===== src/rtl/wb_master_pkg.sv =====
// Shared constants for the Wishbone B3 burst master: cycle/burst types, FSM codes,
// completion status codes and the per-beat CTI selection helper.
package wb_master_pkg;

    localparam logic [2:0] CTI_CLASSIC = 3'b000;
    localparam logic [2:0] CTI_INCR    = 3'b010;
    localparam logic [2:0] CTI_EOB     = 3'b111;

    localparam logic [1:0] BTE_LINEAR  = 2'b00;

    localparam logic [1:0] ST_IDLE     = 2'b00;
    localparam logic [1:0] ST_ACTIVE   = 2'b01;
    localparam logic [1:0] ST_RETRY    = 2'b10;
    localparam logic [1:0] ST_SPARE    = 2'b11;

    typedef enum logic [1:0] {
        STATUS_OK        = 2'b00,
        STATUS_BUS_ERR   = 2'b01,
        STATUS_RETRY_EXH = 2'b10,
        STATUS_TIMEOUT   = 2'b11
    } status_e;

    // Single-beat commands use classic cycles; bursts flag the final beat as end-of-burst.
    function automatic logic [2:0] beat_cti(input logic single, input logic last);
        if (single)
            return CTI_CLASSIC;
        else if (last)
            return CTI_EOB;
        else
            return CTI_INCR;
    endfunction

endpackage


===== src/rtl/wb_master_watchdog.sv =====
// Response watchdog for the burst master; present only when WB_MASTER_TIMEOUT_EN is defined.
// Counts strobe cycles without an ack and flags expiry on the TIMEOUT-th one.
`ifdef WB_MASTER_TIMEOUT_EN
module wb_master_watchdog #(
    parameter int TIMEOUT = 255,
    localparam int CW     = $clog2(TIMEOUT + 1)
) (
    input  logic wb_clk,
    input  logic wb_rst,
    input  logic clear,
    input  logic count_en,
    output logic expired
);

    logic [CW-1:0] count;

    assign expired = count_en && (count == CW'(TIMEOUT - 1));

    always_ff @(posedge wb_clk) begin
        if (wb_rst || clear)
            count <= '0;
        else if (count_en && !expired)
            count <= count + CW'(1);
    end

endmodule
`endif


===== src/rtl/wb_burst_master.sv =====
// Wishbone B3 master running single or linear incrementing bursts with bounded retry.
// Define WB_MASTER_TIMEOUT_EN to add the response watchdog (status 11 on expiry).
module wb_burst_master
    import wb_master_pkg::*;
#(
    parameter int DW        = 32,
    parameter int AW        = 32,
    parameter int MAX_BURST = 16,
    parameter int RETRY_MAX = 3,
    parameter int TIMEOUT   = 255,
    localparam int LW       = (MAX_BURST > 1) ? $clog2(MAX_BURST) : 1,
    localparam int SW       = DW / 8
) (
    input  logic          wb_clk,
    input  logic          wb_rst,
    output logic [AW-1:0] wb_adr_o,
    output logic [DW-1:0] wb_dat_o,
    output logic [SW-1:0] wb_sel_o,
    output logic          wb_we_o,
    output logic          wb_cyc_o,
    output logic          wb_stb_o,
    output logic [2:0]    wb_cti_o,
    output logic [1:0]    wb_bte_o,
    input  logic [DW-1:0] wb_dat_i,
    input  logic          wb_ack_i,
    input  logic          wb_err_i,
    input  logic          wb_rty_i,
    input  logic          start,
    input  logic [AW-1:0] address,
    input  logic [SW-1:0] selection,
    input  logic          write,
    input  logic [LW-1:0] burst_len,
    input  logic [DW-1:0] data_wr,
    input  logic          data_wr_valid,
    output logic          data_wr_ready,
    output logic [DW-1:0] data_rd,
    output logic          data_rd_valid,
    output logic          busy,
    output logic          done,
    output logic [1:0]    status
);

    localparam int RCW = (RETRY_MAX > 0) ? $clog2(RETRY_MAX + 1) : 1;

    logic [1:0]     state;
    logic [AW-1:0]  adr_q;
    logic [SW-1:0]  sel_q;
    logic           we_q;
    logic [LW-1:0]  len_q;
    logic [LW-1:0]  remaining;
    logic [RCW-1:0] retry_cnt;
    logic [DW-1:0]  data_rd_q;
    logic           rd_valid_q;
    logic           done_q;
    logic [1:0]     status_q;

    logic active, stb, beat_ack, beat_err, beat_rty, last_beat, timed_out;

    // Writes hold the strobe low until the engine supplies the next beat.
    assign active    = (state == ST_ACTIVE);
    assign stb       = active && (!we_q || data_wr_valid);
    assign beat_ack  = stb && wb_ack_i;
    assign beat_err  = stb && wb_err_i;
    assign beat_rty  = stb && wb_rty_i;
    assign last_beat = (remaining == '0);

`ifdef WB_MASTER_TIMEOUT_EN
    wb_master_watchdog #(
        .TIMEOUT (TIMEOUT)
    ) u_watchdog (
        .wb_clk   (wb_clk),
        .wb_rst   (wb_rst),
        .clear    (!active || beat_ack),
        .count_en (stb),
        .expired  (timed_out)
    );
`else
    // No watchdog: the master waits on the slave indefinitely (false for any legal TIMEOUT).
    assign timed_out = (TIMEOUT < 0);
`endif

    assign wb_adr_o      = adr_q;
    assign wb_dat_o      = data_wr;
    assign wb_sel_o      = sel_q;
    assign wb_we_o       = we_q;
    assign wb_cyc_o      = active;
    assign wb_stb_o      = stb;
    assign wb_cti_o      = active ? beat_cti(len_q == '0, last_beat) : CTI_CLASSIC;
    assign wb_bte_o      = BTE_LINEAR;
    assign data_wr_ready = beat_ack && we_q;
    assign data_rd       = data_rd_q;
    assign data_rd_valid = rd_valid_q;
    assign busy          = (state != ST_IDLE);
    assign done          = done_q;
    assign status        = status_q;

    // Response priority inside a beat: err, then rty, then ack, then watchdog expiry.
    always_ff @(posedge wb_clk) begin
        if (wb_rst) begin
            state      <= ST_IDLE;
            adr_q      <= '0;
            sel_q      <= '0;
            we_q       <= 1'b0;
            len_q      <= '0;
            remaining  <= '0;
            retry_cnt  <= '0;
            data_rd_q  <= '0;
            rd_valid_q <= 1'b0;
            done_q     <= 1'b0;
            status_q   <= STATUS_OK;
        end else begin
            rd_valid_q <= 1'b0;
            done_q     <= 1'b0;
            case (state)
                ST_IDLE: begin
                    if (start) begin
                        adr_q     <= address;
                        sel_q     <= selection;
                        we_q      <= write;
                        len_q     <= burst_len;
                        remaining <= burst_len;
                        retry_cnt <= '0;
                        status_q  <= STATUS_OK;
                        state     <= ST_ACTIVE;
                    end
                end
                ST_ACTIVE: begin
                    if (beat_err) begin
                        status_q <= STATUS_BUS_ERR;
                        done_q   <= 1'b1;
                        state    <= ST_IDLE;
                    end else if (beat_rty) begin
                        if (retry_cnt == RCW'(RETRY_MAX)) begin
                            status_q <= STATUS_RETRY_EXH;
                            done_q   <= 1'b1;
                            state    <= ST_IDLE;
                        end else begin
                            retry_cnt <= retry_cnt + RCW'(1);
                            state     <= ST_RETRY;
                        end
                    end else if (beat_ack) begin
                        adr_q <= adr_q + AW'(SW);
                        if (!we_q) begin
                            data_rd_q  <= wb_dat_i;
                            rd_valid_q <= 1'b1;
                        end
                        if (last_beat) begin
                            status_q <= STATUS_OK;
                            done_q   <= 1'b1;
                            state    <= ST_IDLE;
                        end else begin
                            remaining <= remaining - LW'(1);
                        end
                    end else if (timed_out) begin
                        status_q <= STATUS_TIMEOUT;
                        done_q   <= 1'b1;
                        state    <= ST_IDLE;
                    end
                end
                ST_RETRY: state <= ST_ACTIVE;
                ST_SPARE: state <= ST_IDLE;
            endcase
        end
    end

endmodule


===== config.mk =====
export PLATFORM = sky130hd
export DESIGN_NAME = wb_burst_master
export DESIGN_NICKNAME = d
export VERILOG_FILES = /design/src/rtl/wb_master_pkg.sv /design/src/rtl/wb_master_watchdog.sv /design/src/rtl/wb_burst_master.sv
export SDC_FILE = /design/constraint.sdc
export NUM_CORES = 1
export LEC_CHECK = 0
export CELL_PAD_IN_SITES_DETAIL_PLACEMENT = 0
export CELL_PAD_IN_SITES_GLOBAL_PLACEMENT = 1
export CORE_AREA = 2 2 130 132
export DETAILED_ROUTE_END_ITERATION = 12
export DIE_AREA = 0 0 132 134
export GPL_ROUTABILITY_DRIVEN = 0
export HOLD_SLACK_MARGIN = 0.02
export PLACE_DENSITY_LB_ADDON = 0.25
export SYNTH_ARGS = -nofsm -noshare
export SYNTH_HDL_FRONTEND = slang
export SYNTH_SLANG_ARGS = --single-unit

===== constraint.sdc =====
create_clock -name wb_clk -period 2.45 [get_ports wb_clk]
set_input_delay 0.6125 -clock wb_clk [delete_from_list [all_inputs] [get_ports wb_clk]]
set_output_delay 0.6125 -clock wb_clk [all_outputs]
set_load 0.05 [all_outputs]

==> results of run 1 <==
cells in the mapped netlist (2+ instances only):
cell type | instances | area (um^2)
nand2b_1 | 5 | 31.3
nand3_1 | 13 | 65.1
ha_1 | 3 | 37.5
nand4_1 | 5 | 31.3
nand4b_1 | 3 | 26.3
nor4_1 | 8 | 50.1
a2bb2oi_1 | 5 | 43.8
o31ai_1 | 3 | 22.5
o21ai_0 | 17 | 85.1
and4_1 | 3 | 26.3
a31o_2 | 3 | 26.3
nor2_1 | 35 | 131
buf_2 | 10 | 50.1
a211oi_1 | 2 | 15.0
o22ai_1 | 4 | 25.0
o211ai_1 | 3 | 22.5
clkinv_1 | 2 | 7.51
nand2_1 | 140 | 526
a22oi_1 | 3 | 22.5
clkbuf_1 | 26 | 97.6
mux2i_1 | 4 | 40.0
dfxtp_1 | 85 | 1700
or3_1 | 7 | 43.8
a31oi_1 | 9 | 56.3
a311oi_1 | 2 | 17.5
and2_1 | 5 | 31.3
buf_4 | 35 | 263
and3_1 | 6 | 37.5
a21oi_1 | 73 | 365
o21a_1 | 4 | 30.0
nor2b_1 | 2 | 12.5
nor3_1 | 17 | 85.1
o31a_1 | 2 | 17.5
inv_1 | 6 | 22.5
o41ai_1 | 5 | 43.8
report_power, final:
part           switching [uW]  internal [uW]
clock network             610            794
logic                     544            404
registers                77.3           1450
registers in the layout, summed over array words and instances (netlist names), 2 cells and up:
signal	count
data_rd	32
wb_adr_o	32
len_q	4
remaining	4
wb_sel_o	4
retry_cnt	2
state	2
status	2
critical path: cells and delay by family (launching register included):
kind	cells	cell delay, ns
flops	1	0.32
simple gates	3	0.64
fa+ha+maj	1	0.20
buf+inv	2	0.26
cell usage in the layout (no fill, tap or decap), types with 6 or more instances in the layout:
cell,n
a31oi_1,9
buf_12,8
dfxtp_1,85
nor4_1,8
inv_1,6
and3_1,6
nand3_1,13
clkdlybuf4s50_1,152
clkbuf_16,9
buf_4,32
nor2_1,34
nor3_1,15
o21ai_0,17
nand2_1,140
a21oi_1,73
or3_1,7
stage by stage:
stage                     setup WS, ns  instance area (um^2)  utilization (%)  setup TNS (ns)
after floorplan                -0.0599                  4360                -         -0.0599
after global placement          -0.125                  6150             37.7          -0.859
after detailed placement        -0.157                  6150             37.7           -1.71
after CTS                      0.00227                  6450             39.6               0
after global routing          -0.00960                  6460             39.7         -0.0184
final                           0.0790                  6460             39.7               0
what timing repair did:
| action | 4_1_cts | 5_1_grt |
|---|---|---|
| setup buffers | 0 | 1 |
| setup endpoints to repair | 0 | 2 |
| resized for setup | 0 | 2 |
| endpoints found under the hold margin | 0 | 0 |
logic make-up (layout without fill, tap and decap cells):
logic type	Yosys count	in the layout	share of synthesized area, %
fa+ha+maj	3	3	0.865
other cells	1	2	0.0864
mux	5	5	1.18
buf+inv	79	217	10.2
simple gates	262	262	28.3
compound gates	143	143	20.2
flops	85	85	39.2
area by class of cell:
cell class	count	area share, %
clock inverters	7	1.16
flip-flops and latches	85	26.3
multi-input cells	415	34.5
inverters	8	0.465
well taps	220	4.26
repair buffers	193	29.8
clock buffers	9	3.48
metal layers:
| layer | global-route usage [%] | share of wire, % | vias to the layer above |
|---|---|---|---|
| met1 | 20.6 | 45 | 2095 |
| met2 | 24.8 | 43 | 182 |
| met4 | 5.68 | 1.9 | 0 |
| met5 | 0 | 0 | - |
| li1 | - | - | 2251 |
| met3 | 6.99 | 11 | 28 |
worst max-delay path by stage:
stage | startpoint | end | slack [ns] | cells after the start
floorplan | state[1] | wb_cti_o[2] | -0.06 | 6
global placement | wb_ack_i | wb_adr_o[2] | -0.13 | 6
detailed placement | wb_ack_i | wb_adr_o[2] | -0.16 | 6
CTS | remaining[0] | wb_cti_o[2] | 0.002 | 6
global route | remaining[0] | wb_cti_o[2] | -0.01 | 6
finish | remaining[0] | wb_cti_o[2] | 0.08 | 6
==> results_dict.tcl, run 1 <==
set metrics [dict create \
    status "complete, no violations" \
    first_pass_iters 6 \
    drive_gt1_share_pct 10.3 \
    crit_type "register to output pin" \
    postCtsHoldBufs 0 \
    fillCellCount 1681 \
    cts_root_buffer "clkbuf_16" \
    synthFlopType "dfxtp_1" \
    vias 4556 \
    die-area_um2 17700 \
    power_leakage_uw 0.00229 \
    worstRegToRegCells 5 \
    final.min_clock_period_ns 2.37 \
    dp_hpwl_mm 10.5 \
    drt-initial-drc-count 262 \
    synth_edf_count 0 \
    viasPerCell 4.86 \
    cp.required_ns 1.84 \
    grt_pass1_wl_mm 23.4 \
    crit_fanout 3 \
    power_uw 3880 \
    crit_chain "inv_1, ha_1, nor2b_4, nand2b_1, nor3_4, buf_12" \
    die_w_um 132 \
    cts_made_buffers 9 \
    clk_latency_ns 0.34 \
    clock_skew_ns 0.00460 \
    syn_to_final_growth_pct 49.0 \
    critPathMaxStageDelay_ns 0.32 \
    hold_class "register to register" \
    rows 47 \
    nets 827 \
    io_pins 226 \
    fin_crit_sh_pct 96.8 \
    io_buffer_count 159 \
    grtUsageTotal_pct 16.3 \
    n_antenna_cell 0 \
    power_density_nw_per_um2 601 \
    setup_violations 0 \
    grt.overflow.total 0 \
    r2r_end "wb_adr_o[31]" \
    antenna_found_initial 0 \
    hold_slack_ns 0.454 \
    maxCapViolations 0 \
    worstPathArrival_ns 1.76 \
    ys_warn_count 0 \
    ys_seq_area_share_pct 39.2 \
    seqCellArea_um2 1700 \
    hp-start "data_rd[16]" \
    syn_area_um2 4340 \
    grt_pass1_vias 4479 \
    clockBufferDepth 2 \
    tritoncts "yes" \
    reg2reg_slack_ns 0.30 \
    die_h_um 134 \
    finalWirelength_mm 14.6 \
    crit_path_end_kind "output pin" \
    htree_levels 3 \
    wl_per_cell_um 15.6 \
    finalHoldViolations 0 \
    instances_no_fill 937 \
    drc 0 \
    synthArstFlopShare_pct 0 \
    ys_types 58 \
    grt_max_degree 51 \
    min_to "data_rd[16]" \
    cts_num_sinks 85 \
    whs_path_depth 2 \
    drv_slew 0 \
    worst_slew_pin_slew_ns 0.619 \
    critPathSlowestCell "dfxtp_1" \
    cp-start-kind "register" \
    multiInputGateArea_um2 2230 \
    slew_headroom_pct 58.4 \
    ant_nets 0 \
    placedCellCount 920 \
    timing.rr.start "wb_adr_o[10]" \
    ir_worst_vdd_v 0.000281 \
    synth_seq_cells 85 \
    netlist_instances 578 \
    coreArea_um2 16300 \
    clk_pin_slew_ns 0.07 \
    fmax_ghz 0.422 \
    syn_area_per_cell_um2 7.51 \
    start_util_pct 26.6 \
]
Power figures use the tool's default switching activity.
==> run 2, diff against run 1 <==
HOLD_SLACK_MARGIN = default   (was 0.02)
==> results of run 2 <==
The final DEF is identical to that of run 1; final timing and power are the same.
==> run 3, diff against run 2 <==
PLACE_DENSITY = 0.91   (was default)
PLACE_DENSITY_LB_ADDON = default   (was 0.25)
SLEW_MARGIN = 20   (was default)
==> run 3 against run 2 <==
  * Maximum frequency down 0.78%
  * Clock-buffer cell count unchanged
  * Via count down 0.11%
  * Clock skew up 0.0027 ns
  * Total power down 2.2%
  * Utilization down 0.31 points
  * Cell area down 0.77%
  * Non-clock buffer count down 3
  * First-iteration DRC count up 20%
  * Critical path type unchanged
  * Largest cell class unchanged
==> results_dict.tcl, run 3 (same netlist as run 1, synthesis figures left out) <==
set metrics [dict create \
    status "complete, no violations" \
    wl_per_cell_um 15.2 \
    grtUsageTotal_pct 15.8 \
    grt_max_degree 80 \
    ant_nets 0 \
    timing.rr.start "wb_adr_o[5]" \
    cp.depth 6 \
    crit_fanout 4 \
    clock_skew_ns 0.00733 \
    finalHoldViolations 0 \
    r2r_end "wb_adr_o[31]" \
    worst_slew_pin_slew_ns 0.611 \
    io_pins 226 \
    nets 824 \
    drt-initial-drc-count 315 \
    coreArea_um2 16300 \
    grt_pass1_vias 4196 \
    slew_headroom_pct 58.9 \
    clk_latency_ns 0.35 \
    die_w_um 132 \
    worstSetupStartpoint "remaining[0]" \
    grt_pass1_wl_mm 22.6 \
    htree_levels 3 \
    final_common_cell "clkdlybuf4s50_1" \
    power_leakage_uw 0.00226 \
    dp_hpwl_mm 10.3 \
    fin_crit_sh_pct 97.5 \
    final_area_um2 6410 \
    cts_made_buffers 9 \
    start_util_pct 26.6 \
    cts_root_buffer "clkbuf_16" \
    cp-start-kind "register" \
    crit_path_end_kind "output pin" \
    setup_violations 0 \
    cp_top_family "simple AND/OR/NAND/NOR gates" \
    clk_pin_slew_ns 0.06 \
    finalWirelength_mm 14.2 \
    first_pass_iters 4 \
    critPathMaxStageDelay_ns 0.32 \
    fin_tns_setup_ns 0 \
    worstRegToRegCells 5 \
    maxCapViolations 0 \
    io_buffer_count 159 \
    clockBufferDepth 2 \
    grt.overflow.total 0 \
    vias 4551 \
    crit_chain "inv_1, ha_1, nor2b_2, nand2b_4, nor3_4, buf_12" \
    n_antenna_cell 0 \
    power_density_nw_per_um2 592 \
    instances_no_fill 934 \
    ir_worst_vdd_v 0.000302 \
    crit_type "register to output pin" \
    rows 47 \
    cp.required_ns 1.84 \
    fmax_ghz 0.418 \
    hold_class "register to register" \
    viasPerCell 4.87 \
    die-area_um2 17700 \
    die_h_um 134 \
    placedCellCount 918 \
    hp-start "data_rd[8]" \
    syn_to_final_growth_pct 47.8 \
    tritoncts "yes" \
    antenna_found_initial 0 \
    placed_area_um2 6120 \
    worstPathArrival_ns 1.78 \
    power_uw 3800 \
    final_cell_mix "152 x clkdlybuf4s50_1, 140 x nand2_1, 85 x dfxtp_1, 73 x a21oi_1, 34 x nor2_1" \
    drv_slew 0 \
    endpoint "wb_cti_o[0]" \
    critPathSlowestCell "dfxtp_1" \
    cts_num_sinks 85 \
    final.min_clock_period_ns 2.39 \
    drive_gt1_share_pct 10.2 \
    drc 0 \
    path_buf_inv 2 \
    reg2reg_slack_ns 0.39 \
]
[run 3: cell count changes in the layout (fill, tap and decap cells not counted), sizes merged]
cell / change
clkinv: -1
clkinvlp: -1
buf: -3
inv: +3
bufinv: -1
[run 3: final cells by class]
cell class	instances	area [um^2]
multi-input cells	415	2230
clock buffers	9	225
repair buffers	190	1890
fillers	1696	9880
well taps	220	275
clock inverters	7	55.1
flip-flops and latches	85	1700
inverters	8	30.0
[run 3: through the flow]
step                hold slack, ns  util (%)  worst slack [ns]
finish                       0.453      39.4            0.0604
global route                 0.476      39.4          -0.00427
CTS                          0.455      39.3            0.0331
detailed placement           0.446      37.6            -0.220
global placement             0.441      37.6            -0.201
floorplan                    0.436         -           -0.0599
[run 3: worst min path at each step]
stage | endpoint | depth (start not counted)
floorplan | len_q[2] | 2
global placement | data_rd[7] | 2
detailed placement | data_rd[19] | 2
CTS | data_rd[8] | 2
global route | data_rd[18] | 2
finish | data_rd[8] | 2
[run 3: layer usage]
| metal | vias up | wire (um) | GRT usage, % |
|---|---|---|---|
| met5 | - | 0 | 0 |
| met4 | 0 | 298 | 5.98 |
| met3 | 24 | 1310 | 5.74 |
| met2 | 179 | 6430 | 25.1 |
| met1 | 2103 | 6150 | 19.5 |
| li1 | 2245 | - | - |
[run 3: repair_timing]
item                                   CTS  global route
setup endpoints to repair                2             3
gates resized for setup                  0             3
buffers inserted                         0             0
pin swaps                                1             1
endpoints found under the hold margin    0             0
hold buffers                             0             0
[run 3: worst min-delay path, cell delays in order, from the launching register on]
cell	delay, ns
dfxtp_1	0.31
nand2_1	0.05
a21oi_1	0.05
[run 3: report_power, final]
part | leakage [uW] | internal, uW | switching, uW
clock network | 0.000133 | 701 | 624
registers | 0.000693 | 1450 | 77.0
logic | 0.00143 | 396 | 548
total | 0.00226 | 2550 | 1250
